==> config.mk <==
export PLATFORM = sky130hd
export DESIGN_NAME = if_stage
export DESIGN_NICKNAME = d
export VERILOG_FILES = /design/src/rtl/if_stage.sv
export SDC_FILE = /design/constraint.sdc
export NUM_CORES = 1
export LEC_CHECK = 0
export CORE_MARGIN = 2
export CORE_UTILIZATION = 47
export DETAILED_ROUTE_END_ITERATION = 10
export PLACE_DENSITY = 0.89
export SYNTH_ARGS = -nofsm -noshare
export SYNTH_HDL_FRONTEND = slang
export SYNTH_SLANG_ARGS = --single-unit
export TNS_END_PERCENT = 100
==> constraint.sdc <==
create_clock -name clk -period 5 [get_ports clk]
set_input_delay 1.25 -clock clk [delete_from_list [all_inputs] [get_ports clk]]
set_output_delay 1.25 -clock clk [all_outputs]
set_load 0.1 [all_outputs]
==> src/rtl/if_stage.sv <==
// Instruction fetch stage: PC register, IF/ID pipeline register and a
// RUN/HALT controller that stops fetching when the halt encoding is seen.
//
//   state | meaning
//   RUN   | fetching; redirect > stall > advance each edge
//   HALT  | halt word fetched; PC frozen, IF/ID bubble, only reset exits
module if_stage #(
  parameter logic [31:0] RESET_PC  = 32'h0000_0000,
  parameter logic [31:0] HALT_WORD = 32'hFFFF_FFFF
) (
  input  logic        clk,
  input  logic        rst_n,
  output logic [31:0] imemAddr,
  input  logic [31:0] imemData,
  input  logic        stall,
  input  logic        redirect,
  input  logic [31:0] redirectTarget,
  output logic [31:0] pcOutIF,
  output logic [31:0] instrID,
  output logic [31:0] pcPlus4ID,
  output logic        validID,
  output logic        halted,
  output logic [15:0] fetchCount
);

  typedef enum logic {
    RUN  = 1'b0,
    HALT = 1'b1
  } state_t;

  state_t      state_q, state_d;
  logic [31:0] pc_q, pc_d;
  logic [31:0] instr_q, instr_d;
  logic [31:0] pc4_q, pc4_d;
  logic        valid_q, valid_d;
  logic [15:0] count_q, count_d;
  logic [31:0] pc_plus4;

  // Targets are word aligned, so the low two bits never reach the PC.
  logic unused_tgt_bits;
  assign unused_tgt_bits = ^redirectTarget[1:0];

  assign pc_plus4 = pc_q + 32'd4;

  // Next-state logic: hold by default, then apply the per-state rules.
  always_comb begin
    state_d = state_q;
    pc_d    = pc_q;
    instr_d = instr_q;
    pc4_d   = pc4_q;
    valid_d = valid_q;
    count_d = count_q;
    case (state_q)
      RUN: begin
        if (redirect) begin
          pc_d    = {redirectTarget[31:2], 2'b00};
          instr_d = 32'd0;
          pc4_d   = 32'd0;
          valid_d = 1'b0;
        end else if (stall) begin
          // everything holds
        end else if (imemData == HALT_WORD) begin
          state_d = HALT;
          instr_d = 32'd0;
          pc4_d   = 32'd0;
          valid_d = 1'b0;
        end else begin
          pc_d    = pc_plus4;
          instr_d = imemData;
          pc4_d   = pc_plus4;
          valid_d = 1'b1;
          count_d = (count_q == 16'hFFFF) ? count_q : count_q + 16'd1;
        end
      end
      HALT: begin
        instr_d = 32'd0;
        pc4_d   = 32'd0;
        valid_d = 1'b0;
      end
      default: state_d = RUN;
    endcase
  end

  // State and pipeline registers with synchronous active-low reset.
  always_ff @(posedge clk) begin
    if (!rst_n) begin
      state_q <= RUN;
      pc_q    <= RESET_PC;
      instr_q <= 32'd0;
      pc4_q   <= 32'd0;
      valid_q <= 1'b0;
      count_q <= 16'd0;
    end else begin
      state_q <= state_d;
      pc_q    <= pc_d;
      instr_q <= instr_d;
      pc4_q   <= pc4_d;
      valid_q <= valid_d;
      count_q <= count_d;
    end
  end

  assign imemAddr   = pc_q;
  assign pcOutIF    = pc_q;
  assign instrID    = instr_q;
  assign pcPlus4ID  = pc4_q;
  assign validID    = valid_q;
  assign halted     = (state_q == HALT);
  assign fetchCount = count_q;

endmodule

==> insert_results.sql <==
INSERT INTO impl_metrics (metric_group, metric, value, unit) VALUES
('critical_path', 'startpoint_type', 'input port', ''),
('global_route', 'globalRoute.totalOverflow', '0', ''),
('final_layout', 'area_growth', '40.7', '%'),
('floorplan', 'die_w', '111', 'um'),
('sta', 'post-route-min-period', '3.90', 'ns'),
('routing', 'via_count', '5634', ''),
('yosys', 'synthSimpleGateAreaFrac', '23.8', '%'),
('yosys', 'yosys_synthesis_warning_count', '0', ''),
('routing', 'drt_first_pass_iters', '5', ''),
('critical_path', 'crit-reg2reg-capture', 'imemAddr[20]$_SDFFE_PN0P_', ''),
('worst_hold_path', 'hold_path.startpoint', 'validID$_SDFFE_PN0P_', ''),
('critical_path', 'crit_start', 'imemData[4]', ''),
('sta', 'tightestPinTransition', '1.19', 'ns'),
('critical_path', 'r2r_start', 'imemAddr[2]$_SDFFE_PN0P_', ''),
('global_route', 'grt_start_max_net_pins', '60', ''),
('critical_path', 'timing_worst_setup_path_type', 'in -> reg', ''),
('floorplan', 'fp-row-count', '39', ''),
('routing', 'route.detailed.drc', '0', ''),
('global_route', 'number_of_global_route_vias_before_repair', '5319', ''),
('run_status', 'run_status', 'complete, no violations', ''),
('critical_path', 'ff2ff_path_depth', '7', ''),
('floorplan', 'core_area', '0.0113', 'mm2'),
('final_layout', 'final_common_cell', 'sky130_fd_sc_hd__clkdlybuf4s50_1', ''),
('routing', 'viasPerCell', '5.89', ''),
('global_route', 'track_usage', '26.4', '%'),
('routing', 'number_of_violations_reported_at_the_end_of_detailed_routing_iteration_0', '507', ''),
('cts', 'numClockSinks', '111', ''),
('cts', 'clkSlewWorstSetupHoldPaths', '0.08', 'ns'),
('global_route', 'grt_first_pass_wirelength', '26900', 'um'),
('worst_hold_path', 'timing.hold.worst.class', 'reg -> reg', ''),
('cts', 'cts.htree.levels', '3', ''),
('pwr', 'max-vdd-ir-drop', '0.185', 'mV'),
('critical_path', 'cp_data_arrival_time', '4.12', 'ns'),
('sta', 'worst_slew_margin_rel', '20.5', '%'),
('critical_path', 'timing.critical_path.cells', 'clkdlybuf4s50_1 -> nand4_1 -> nor4_1 -> nand3_1 -> and2_2 -> a22oi_1 -> nor2_1', ''),
('yosys', 'adder_and_majority_gate_portion_of_the_synthesized_area', '0.465', '%'),
('sta', 'period_share', '77.9', '%'),
('cts', 'cts_root_buf', 'sky130_fd_sc_hd__clkbuf_16', ''),
('yosys', 'postSynth.topFlopCell', 'sky130_fd_sc_hd__dfxtp_1', ''),
('yosys', 'syn_avg_cell_area', '8.15', 'um2'),
('yosys', 'post_synth_instance_area', '0.00538', 'mm2'),
('final_layout', 'post_route_cells_drive_above_1_share', '5.05', '%'),
('placed_design', 'place_area', '0.00726', 'mm2'),
('cts', 'cts-buffers-inserted', '9', ''),
('critical_path', 'worst_path_largest_cell_delay', '0.80', 'ns'),
('run', 'cap_viol_max_count', '0', ''),
('sta', 'fin_hold_ws', '0.461', 'ns'),
('critical_path', 'critical_path.max_fanout', '59', ''),
('critical_path', 'critical_path.slowest_cell', 'sky130_fd_sc_hd__and2_2', ''),
('sta', 'finalHoldViolCount', '0', ''),
('final_layout', 'fin_nets', '877', ''),
('yosys', 'fraction_of_registers_with_async_set_or_reset_after_synthesis', '0', '%'),
('sta', 'rsz0062_at_grt', 'no', ''),
('sta', 'fin_setup_tns', '0', 'ns'),
('critical_path', 'worstSetupEndpointType', 'register', ''),
('global_route', 'grt_antenna_before_repair', '1', ''),
('yosys', 'synth_xor_xnor_area_share', '5.86', '%'),
('floorplan', 'floorplan.initialDensity', '47.7', '%'),
('sta', 'finalClockSkew', '0.0126', 'ns'),
('sta', 'maxSlewViolCount', '0', ''),
('pwr', 'cellLeakagePower', '2.75', 'nW'),
('critical_path', 'critical_path_depth', '7', ''),
('cts', 'hold_buffers', '0', ''),
('critical_path', 'cp.buffers_inverters', '1', ''),
('sta', 'maxClockFrequency', '257', 'MHz'),
('placed_design', 'gp_congestion', '0.911', ''),
('pwr', 'power_density', '307', 'mW/mm2'),
('placed_design', 'place_hpwl', '12300', 'um'),
('yosys', 'netlist.area_leader.share', '41.3', '%'),
('cts', 'cts_max_path_buffers', '2', ''),
('critical_path', 'ff2ff_setup_slack', '2.31', 'ns');
[cell families after synthesis]
logic type      count (synthesis)
compound gates                161
fa+ha+maj                       2
other cells                     1
flops                         111
buf+inv                        86
mux                             1
xor+xnor                       36
simple gates                  262
[synthesized netlist by cell type (5+ instances only)]
library cell	n
sky130_fd_sc_hd__nand2_1	48
sky130_fd_sc_hd__and2_1	5
sky130_fd_sc_hd__o31ai_1	15
sky130_fd_sc_hd__nand3_1	32
sky130_fd_sc_hd__xnor2_1	14
sky130_fd_sc_hd__dfxtp_1	111
sky130_fd_sc_hd__a21oi_1	30
sky130_fd_sc_hd__nor3_1	6
sky130_fd_sc_hd__nand4_1	25
sky130_fd_sc_hd__and3_1	11
sky130_fd_sc_hd__o21ai_0	36
sky130_fd_sc_hd__a22oi_1	55
sky130_fd_sc_hd__nor2_1	106
sky130_fd_sc_hd__or3_1	8
sky130_fd_sc_hd__clkbuf_1	39
sky130_fd_sc_hd__buf_4	35
sky130_fd_sc_hd__a22o_1	9
sky130_fd_sc_hd__xor2_1	22
[power breakdown]
| group | switching, mW | internal (mW) | total [mW] |
|---|---|---|---|
| sequential | 0.0455 | 0.914 | 0.959 |
| clock | 0.343 | 0.395 | 0.738 |
| combinational | 0.465 | 0.164 | 0.629 |
| total | 0.854 | 1.47 | 2.33 |
[stage by stage]
step	power [mW]	cells	worst slack, ns
6_report	2.33	956	1.10
4_1_cts	2.33	955	1.22
3_3_place_gp	1.59	939	0.991
2_1_floorplan	1.44	663	2.04
5_1_grt	2.39	956	0.944
3_5_place_dp	1.60	939	0.866
[worst min-delay path, cell delays in order (launching register included)]
cell	delay, ns
sky130_fd_sc_hd__dfxtp_1	0.32
sky130_fd_sc_hd__nand2_1	0.05
sky130_fd_sc_hd__a21oi_1	0.05
[registers in the layout (all words and copies together), names as in the netlist]
register,flops
validID,1
imemAddr,30
fetchCount,16
halted,1
instrID,32
pcPlus4ID,31
[per-layer routing]
layer / share of wire [%] / vias up / wire length, um / global-route usage (%)
met5: 0 / - / 0 / 0
met4: 4.1 / 0 / 712 / 13.6
met3: 8.6 / 56 / 1470 / 4.48
met2: 48 / 323 / 8290 / 43.0
met1: 39 / 2648 / 6690 / 33.7
li1: - / 2607 / - / -
[area by class of cell]
cell class | instances | area [um2]
diodes | 1 | 2.50
inverters | 4 | 15.0
clock inverters | 7 | 78.8
well taps | 143 | 179
repair buffers | 215 | 2130
fillers | 896 | 3700
multi-input cells | 466 | 2720
flip-flops and latches | 111 | 2220
clock buffers | 9 | 225
[how the worst min path moves through the flow]
stage                                 endpoint  slack, ns  cells past startpoint
after floorplan           validID$_SDFFE_PN0P_       0.89                      2
after CTS                 validID$_SDFFE_PN0P_       0.47                      2
after global routing      validID$_SDFFE_PN0P_       0.49                      2
after global placement    validID$_SDFFE_PN0P_       0.45                      2
after detailed placement  validID$_SDFFE_PN0P_       0.46                      2
final                     validID$_SDFFE_PN0P_       0.46                      2
Power figures use the tool's default switching activity.
